## src/rtl/rv32_pkg.sv

```systemverilog
// rv32_pkg: shared RV32I decode definitions.
//   - base opcode constants
//   - id_state_e : decode-stage occupancy states
//   - imm_fmt_e  : immediate encoding formats
//   - is_rv32i_opcode() : true for every RV32I base opcode
package rv32_pkg;

  localparam logic [6:0] OP_LUI    = 7'b0110111;
  localparam logic [6:0] OP_AUIPC  = 7'b0010111;
  localparam logic [6:0] OP_JAL    = 7'b1101111;
  localparam logic [6:0] OP_JALR   = 7'b1100111;
  localparam logic [6:0] OP_BRANCH = 7'b1100011;
  localparam logic [6:0] OP_LOAD   = 7'b0000011;
  localparam logic [6:0] OP_STORE  = 7'b0100011;
  localparam logic [6:0] OP_IMM    = 7'b0010011;
  localparam logic [6:0] OP_REG    = 7'b0110011;
  localparam logic [6:0] OP_FENCE  = 7'b0001111;
  localparam logic [6:0] OP_SYSTEM = 7'b1110011;

  typedef enum logic [1:0] {
    EMPTY,
    FULL,
    REREAD
  } id_state_e;

  typedef enum logic [2:0] {
    I,
    S,
    B,
    U,
    J,
    NONE
  } imm_fmt_e;

  function automatic logic is_rv32i_opcode(input logic [6:0] op);
    logic legal;
    legal = 1'b0;
    case (op)
      OP_LUI, OP_AUIPC, OP_JAL, OP_JALR, OP_BRANCH, OP_LOAD,
      OP_STORE, OP_IMM, OP_REG, OP_FENCE, OP_SYSTEM: legal = 1'b1;
      default: legal = 1'b0;
    endcase
    return legal;
  endfunction

endpackage

```

## src/rtl/imm_gen.sv

```systemverilog
// imm_gen: combinational RV32I immediate extraction.
// Also used by execute to form branch/jump targets.
// Ports:
//   instr : 32-bit instruction word
//   imm   : sign-extended immediate (0 for formats without one)
//   fmt   : immediate format selected by the opcode
module imm_gen
  import rv32_pkg::*;
#(
  parameter int XLEN = 32
) (
  input  logic [31:0]     instr,
  output logic [XLEN-1:0] imm,
  output imm_fmt_e        fmt
);

  logic signed [31:0] imm32;

  always_comb begin
    fmt   = NONE;
    imm32 = '0;
    case (instr[6:0])
      OP_IMM, OP_LOAD, OP_JALR: begin
        fmt   = I;
        imm32 = {{20{instr[31]}}, instr[31:20]};
      end
      OP_STORE: begin
        fmt   = S;
        imm32 = {{20{instr[31]}}, instr[31:25], instr[11:7]};
      end
      OP_BRANCH: begin
        fmt   = B;
        imm32 = {{19{instr[31]}}, instr[31], instr[7], instr[30:25], instr[11:8], 1'b0};
      end
      OP_LUI, OP_AUIPC: begin
        fmt   = U;
        imm32 = {instr[31:12], 12'h000};
      end
      OP_JAL: begin
        fmt   = J;
        imm32 = {{11{instr[31]}}, instr[31], instr[19:12], instr[20], instr[30:21], 1'b0};
      end
      default: begin
        fmt   = NONE;
        imm32 = '0;
      end
    endcase
  end

  // Sign-extend to XLEN (no-op at XLEN=32).
  assign imm = XLEN'(imm32);

endmodule

```

## src/rtl/id_stage.sv

```systemverilog
// id_stage: RV32I decode / operand-fetch stage.
// Accepts one instruction per fetch handshake, registers its decode, drives
// the synchronous reg_bank read ports and presents operands to execute.
// A writeback landing on a source register in the read-issue edge makes the
// reg_bank data stale; this is repaired either by a one-cycle re-read bubble
// (default) or by capturing the writeback data (macro ID_WB_FWD_EN).
// Ports:
//   clk, reset            clock, async active-high reset
//   flush                 synchronous flush (beats if_valid)
//   if_valid/if_ready     fetch handshake; if_instr, if_pc payload
//   raddr1/raddr2         reg_bank read addresses (combinational)
//   dout1/dout2           reg_bank read data (valid one cycle after raddr)
//   wb_we/waddr/wdata     writeback port snooped for hazards
//   ex_valid/ex_ready     execute handshake
//   ex_pc, ex_instr, ex_rs1_val, ex_rs2_val, ex_imm, ex_rd, ex_rd_we,
//   ex_illegal            operand/decode bundle for execute
// Configuration: `define ID_WB_FWD_EN to forward writeback data instead of
// re-reading.
//
// state  | meaning
// EMPTY  | no instruction held
// FULL   | instruction held, operands valid on ex_*
// REREAD | instruction held, read data stale, re-issuing held addresses
module id_stage
  import rv32_pkg::*;
#(
  parameter int XLEN = 32,
  parameter int RAW  = 5
) (
  input  logic            clk,
  input  logic            reset,
  input  logic            flush,
  input  logic            if_valid,
  output logic            if_ready,
  input  logic [31:0]     if_instr,
  input  logic [XLEN-1:0] if_pc,
  output logic [RAW-1:0]  raddr1,
  output logic [RAW-1:0]  raddr2,
  input  logic [XLEN-1:0] dout1,
  input  logic [XLEN-1:0] dout2,
  input  logic            wb_we,
  input  logic [RAW-1:0]  wb_waddr,
  input  logic [XLEN-1:0] wb_wdata,
  output logic            ex_valid,
  input  logic            ex_ready,
  output logic [XLEN-1:0] ex_pc,
  output logic [31:0]     ex_instr,
  output logic [XLEN-1:0] ex_rs1_val,
  output logic [XLEN-1:0] ex_rs2_val,
  output logic [XLEN-1:0] ex_imm,
  output logic [RAW-1:0]  ex_rd,
  output logic            ex_rd_we,
  output logic            ex_illegal
);

  id_state_e state_q, state_d;

  logic            accept;
  logic            will_be_full;
  logic            hit1, hit2, hazard;
  logic [RAW-1:0]  held_rs1, held_rs2;
  logic [XLEN-1:0] imm_new;
  imm_fmt_e        fmt_new;
  logic            legal_new;

  logic [XLEN-1:0] ex_pc_q, ex_pc_d;
  logic [31:0]     ex_instr_q, ex_instr_d;
  logic [XLEN-1:0] ex_imm_q, ex_imm_d;
  logic [RAW-1:0]  ex_rd_q, ex_rd_d;
  logic            ex_rd_we_q, ex_rd_we_d;
  logic            ex_illegal_q, ex_illegal_d;

  imm_gen #(.XLEN(XLEN)) u_imm_gen (
    .instr (if_instr),
    .imm   (imm_new),
    .fmt   (fmt_new)
  );

  assign legal_new = is_rv32i_opcode(if_instr[6:0]);
  assign held_rs1  = RAW'(ex_instr_q[19:15]);
  assign held_rs2  = RAW'(ex_instr_q[24:20]);

  always_comb begin
    if_ready = !flush && ((state_q == EMPTY) || ((state_q == FULL) && ex_ready));
    accept   = if_valid && if_ready;
  end

  // Read addresses: the incoming instruction on accept, otherwise keep
  // re-reading the held operands so dout tracks committed writes.
  always_comb begin
    raddr1 = '0;
    raddr2 = '0;
    if (!reset) begin
      if (accept) begin
        raddr1 = RAW'(if_instr[19:15]);
        raddr2 = RAW'(if_instr[24:20]);
      end else if (state_q != EMPTY) begin
        raddr1 = held_rs1;
        raddr2 = held_rs2;
      end
    end
  end

  always_comb begin
    will_be_full = 1'b0;
    unique case (state_q)
      EMPTY:   will_be_full = accept;
      FULL:    will_be_full = !ex_ready || accept;
      REREAD:  will_be_full = 1'b1;
      default: will_be_full = 1'b0;
    endcase
    if (flush) will_be_full = 1'b0;

    // raddr at this edge is exactly the rs1/rs2 of the instruction held after it.
    hit1   = wb_we && (wb_waddr != '0) && (wb_waddr == raddr1);
    hit2   = wb_we && (wb_waddr != '0) && (wb_waddr == raddr2);
    hazard = will_be_full && (hit1 || hit2);

`ifdef ID_WB_FWD_EN
    state_d = will_be_full ? FULL : EMPTY;
`else
    if (!will_be_full)  state_d = EMPTY;
    else if (hazard)    state_d = REREAD;
    else                state_d = FULL;
`endif
  end

  always_comb begin
    ex_pc_d      = ex_pc_q;
    ex_instr_d   = ex_instr_q;
    ex_imm_d     = ex_imm_q;
    ex_rd_d      = ex_rd_q;
    ex_rd_we_d   = ex_rd_we_q;
    ex_illegal_d = ex_illegal_q;
    if (accept) begin
      ex_pc_d      = if_pc;
      ex_instr_d   = if_instr;
      ex_imm_d     = imm_new;
      ex_rd_d      = RAW'(if_instr[11:7]);
      ex_illegal_d = !legal_new;
      ex_rd_we_d   = legal_new && (fmt_new != S) && (fmt_new != B) && (if_instr[11:7] != 5'd0);
    end
  end

  always_ff @(posedge clk or posedge reset) begin
    if (reset) begin
      state_q      <= EMPTY;
      ex_pc_q      <= '0;
      ex_instr_q   <= '0;
      ex_imm_q     <= '0;
      ex_rd_q      <= '0;
      ex_rd_we_q   <= 1'b0;
      ex_illegal_q <= 1'b0;
    end else begin
      state_q      <= state_d;
      ex_pc_q      <= ex_pc_d;
      ex_instr_q   <= ex_instr_d;
      ex_imm_q     <= ex_imm_d;
      ex_rd_q      <= ex_rd_d;
      ex_rd_we_q   <= ex_rd_we_d;
      ex_illegal_q <= ex_illegal_d;
    end
  end

`ifdef ID_WB_FWD_EN
  logic [XLEN-1:0] fwd1_q, fwd1_d, fwd2_q, fwd2_d;
  logic            fwd1_v_q, fwd1_v_d, fwd2_v_q, fwd2_v_d;

  // A matching write always wins (also refreshes a held capture); any other
  // accept drops the capture since the fresh read is then correct.
  always_comb begin
    fwd1_d   = fwd1_q;
    fwd2_d   = fwd2_q;
    fwd1_v_d = fwd1_v_q;
    fwd2_v_d = fwd2_v_q;
    if (!will_be_full) begin
      fwd1_v_d = 1'b0;
      fwd2_v_d = 1'b0;
    end else begin
      if (hit1) begin
        fwd1_v_d = 1'b1;
        fwd1_d   = wb_wdata;
      end else if (accept) begin
        fwd1_v_d = 1'b0;
      end
      if (hit2) begin
        fwd2_v_d = 1'b1;
        fwd2_d   = wb_wdata;
      end else if (accept) begin
        fwd2_v_d = 1'b0;
      end
    end
  end

  always_ff @(posedge clk or posedge reset) begin
    if (reset) begin
      fwd1_q   <= '0;
      fwd2_q   <= '0;
      fwd1_v_q <= 1'b0;
      fwd2_v_q <= 1'b0;
    end else begin
      fwd1_q   <= fwd1_d;
      fwd2_q   <= fwd2_d;
      fwd1_v_q <= fwd1_v_d;
      fwd2_v_q <= fwd2_v_d;
    end
  end

  assign ex_rs1_val = (state_q == FULL) ? (fwd1_v_q ? fwd1_q : dout1) : '0;
  assign ex_rs2_val = (state_q == FULL) ? (fwd2_v_q ? fwd2_q : dout2) : '0;
`else
  logic unused_wb_wdata;
  assign unused_wb_wdata = ^wb_wdata;

  // Gated so the operand bus reads zero whenever ex_valid is low.
  assign ex_rs1_val = (state_q == FULL) ? dout1 : '0;
  assign ex_rs2_val = (state_q == FULL) ? dout2 : '0;
`endif

  assign ex_valid   = (state_q == FULL);
  assign ex_pc      = ex_pc_q;
  assign ex_instr   = ex_instr_q;
  assign ex_imm     = ex_imm_q;
  assign ex_rd      = ex_rd_q;
  assign ex_rd_we   = ex_rd_we_q;
  assign ex_illegal = ex_illegal_q;

endmodule
```

## config.mk

```make
export PLATFORM = sky130hd
export DESIGN_NAME = id_stage
export DESIGN_NICKNAME = d
export VERILOG_FILES = /design/src/rtl/rv32_pkg.sv /design/src/rtl/imm_gen.sv /design/src/rtl/id_stage.sv
export SDC_FILE = /design/constraint.sdc
export NUM_CORES = 1
export LEC_CHECK = 0
export BUFFER_PORTS_ARGS = -buffer_cell sky130_fd_sc_hd__buf_2
export CELL_PAD_IN_SITES_DETAIL_PLACEMENT = 1
export CELL_PAD_IN_SITES_GLOBAL_PLACEMENT = 1
export CORE_AREA = 2 2 135 137
export CTS_BUF_LIST = sky130_fd_sc_hd__clkbuf_4 sky130_fd_sc_hd__clkbuf_8
export DETAILED_ROUTE_END_ITERATION = 10
export DIE_AREA = 0 0 137 139
export PLACE_DENSITY = 0.81
export SLEW_MARGIN = 25
export SYNTH_ARGS = -nofsm -noshare
export SYNTH_HDL_FRONTEND = slang
export SYNTH_SLANG_ARGS = --single-unit
export TNS_END_PERCENT = 50
```

## constraint.sdc

```tcl
create_clock -name clk -period 10.1 [get_ports clk]
set_input_delay 1.515 -clock clk [delete_from_list [all_inputs] [get_ports clk]]
set_output_delay 1.515 -clock clk [all_outputs]
set_load 0.005 [all_outputs]
```

==> flow_summary.yaml <==
detailed_routing:
  finalWirelength_mm: 21.0
  drtPass1Iterations: 4
  routedWlPerCell_um: 18.6
  drtAntennaViolNets: 0
  avgViaCountPerCell: 4.78
  drc: 0
  drtIter0Drc: 222
  vias: 5371
power:
  power_leakage_nw: 3.90
  p_per_area_nw_per_um2: 147
  peakVddDrop_mv: 0.0750
outcome:
  status: "completed"
clock_tree:
  clk_pin_slew_ps: 100
  cts_made_buffers: 9
  postCtsSetupBuffers: 0
  cts-resized-gates: 0
  clk_path_buf_depth: 2
  hold_buffers: 0
  root_buffer: "clkbuf_8"
  cts_tree: "yes"
  clk-insertion-delay-late_ps: 390
  cts_htree_levels: 3
  cts.sinks: 100
synth:
  ys_seq_area_frac: 0.508
  avgSynthCellArea_um2: 8.28
  yosys-top-cells-count: "nand2_1, dfrtp_1, and2_1, o21ai_0, a21oi_1"
  synth_fp_nets: 766
  syn_area_um2: 4920
  yosys.area.top_type: "dfrtp_1"
  synth_area_leaders: "dfrtp_1, nand2_1, and2_1"
  ys_ff_latch: 100
  ys_warn_count: 0
  synth_edf_count: 0
  async_reset_ff_frac: 1.00
  synth_cells: 595
  yosysMostFrequentCell: "nand2_1"
  synth_flop_cell: "dfrtp_1"
  synthDistinctLibCells: 49
  synth_top_area_share: 0.508
sta:
  setup_viol_count_final: 0
  slew_violations: 0
  relSlewSlack: 0.463
  setup_tns_ps: 0
  whs_ps: 479
  min_period_ps: 4810
  final_hold_viol_count: 0
  tightest_slew_ps: 806
  rsz0062_at_grt: "no"
  fmax_mhz: 208
  fin_worst_skew_ps: 15.8
  fin_crit_sh: 0.476
die:
  initial_utilization: 0.279
  io_pins: 350
  dieArea_um2: 19000
  design.core.area_um2: 17700
  fp.dieH_um: 139
  num_rows: 49
  fp.dieW_um: 137
final_layout:
  stdcell_count: 1124
  fin_util: 0.392
  drive_gt1_frac: 0.398
  area_delta_synth_final_pct: 40.5
  design_area_um2: 6920
  fillCellCount: 2222
  fin_nets: 1058
run:
  maxCapViolations: 0
worst_setup_path:
  required_ps: 8590
  cp-end-kind: "output pin"
  worstPathMaxFanout: 73
  path_class: "primary input to output pin"
  cp-start-kind: "primary input"
  cp_data_arrival_time_ps: 3290
min_path:
  hold_path_class: "register to register"
placed_design:
  portBuffers: 317
  postPlaceCellArea_um2: 6670
  place_inst: 1105
  place_congestion: 0.876
  dpl.hpwl_mm: 16.4
global_route:
  grt_pass1_wl_mm: 31.7
  grt_max_degree: 74
  grt.overflow.total: 0
  grt-busiest-layer: "met2"
  grtUsageTotal: 0.221
  grt_pass1_vias: 5570
  use_met2: 0.407
  use_met1: 0.233
  gr-usage-met3: 0.0519
  antenna_found_initial: 3
metrics by stage:
step | setup slack, ps | power, mW
2_1_floorplan | 5390 | 0.581
3_3_place_gp | 5270 | 0.705
5_1_grt | 5070 | 1.08
4_1_cts | 5230 | 1.03
3_5_place_dp | 5230 | 0.712
6_report | 5290 | 1.02
worst max-delay path, stage by stage:
cell and delay (ps):
buf_2 130, nor2_1 250, and3_2 220, buf_4 600
nand2_1 160, a21oi_1 240, buf_2 160
cells by family (layout without fill, tap and decap cells):
kind of cell	count (synthesis)	count (layout)	share of synthesized area
AOI/OAI and AO/OA	106	106	0.134
DFF	100	100	0.508
buffers and inverters	50	347	0.0450
other	0	3	0
and+or+nand+nor	339	339	0.313
cells in the final DEF, fill, tap and decap left out, types with 3 or more instances in the layout:
| cell type | netlist | layout |
|---|---|---|
| nor2b_1 | 3 | 3 |
| nor3_1 | 4 | 4 |
| clkbuf_8 | 0 | 9 |
| a21o_1 | 4 | 4 |
| o21ai_0 | 37 | 37 |
| inv_1 | 10 | 9 |
| nor2_1 | 24 | 24 |
| a31oi_1 | 3 | 3 |
| bufinv_16 | 0 | 3 |
| a221oi_1 | 4 | 4 |
| nand2_1 | 222 | 222 |
| dfrtp_1 | 100 | 100 |
| or4_1 | 3 | 3 |
| a22oi_1 | 5 | 5 |
| buf_4 | 6 | 4 |
| and2_1 | 65 | 65 |
| buf_2 | 3 | 317 |
| diode_2 | 0 | 3 |
| o22ai_1 | 3 | 3 |
| a21oi_1 | 30 | 30 |
path summary, 6_finish.rpt:
path                             from            to  slack (ps)  cells past startpoint
max                             flush     raddr1[3]        5290                      7
max reg2reg                state_q[1]    state_q[1]        7310                      8
min in group asynchronous       reset  ex_instr[15]        1370                      2
min reg2reg                  ex_pc[2]      ex_pc[2]         480                      2
max in group asynchronous       reset    ex_imm[14]        7540                      3
min                          ex_pc[2]      ex_pc[2]         480                      2
power breakdown:
| group | internal, mW | leakage, nW | switching (mW) |
|---|---|---|---|
| Clock | 0.168 | 0.120 | 0.149 |
| Sequential | 0.445 | 1.28 | 0.0287 |
| Combinational | 0.0984 | 2.50 | 0.128 |
sequential cells by signal (all words and copies together) (netlist names):
name / flops
ex_imm: 32
ex_instr: 32
ex_pc: 32
state_q: 2
ex_illegal: 1
ex_rd_we: 1
layer usage:
layer,vias to the layer above,share of wire
met5,-,0
met4,0,0.040
met3,39,0.071
met2,230,0.54
met1,2583,0.35
li1,2519,-
area by class of cell:
class                           instances  area (µm²)  share of cell area
Timing Repair Buffer                  321        1620               0.234
Sequential cell                       100        2500               0.362
Multi-Input combinational cell        445        2230               0.322
Tap cell                              229         287              0.0414
Clock inverter                          6         111              0.0161
Antenna cell                            3        7.51             0.00108
Inverter                               10        40.0             0.00578
Clock buffer                           10         131              0.0190
No activity file was read; power rests on OpenSTA's default activity.
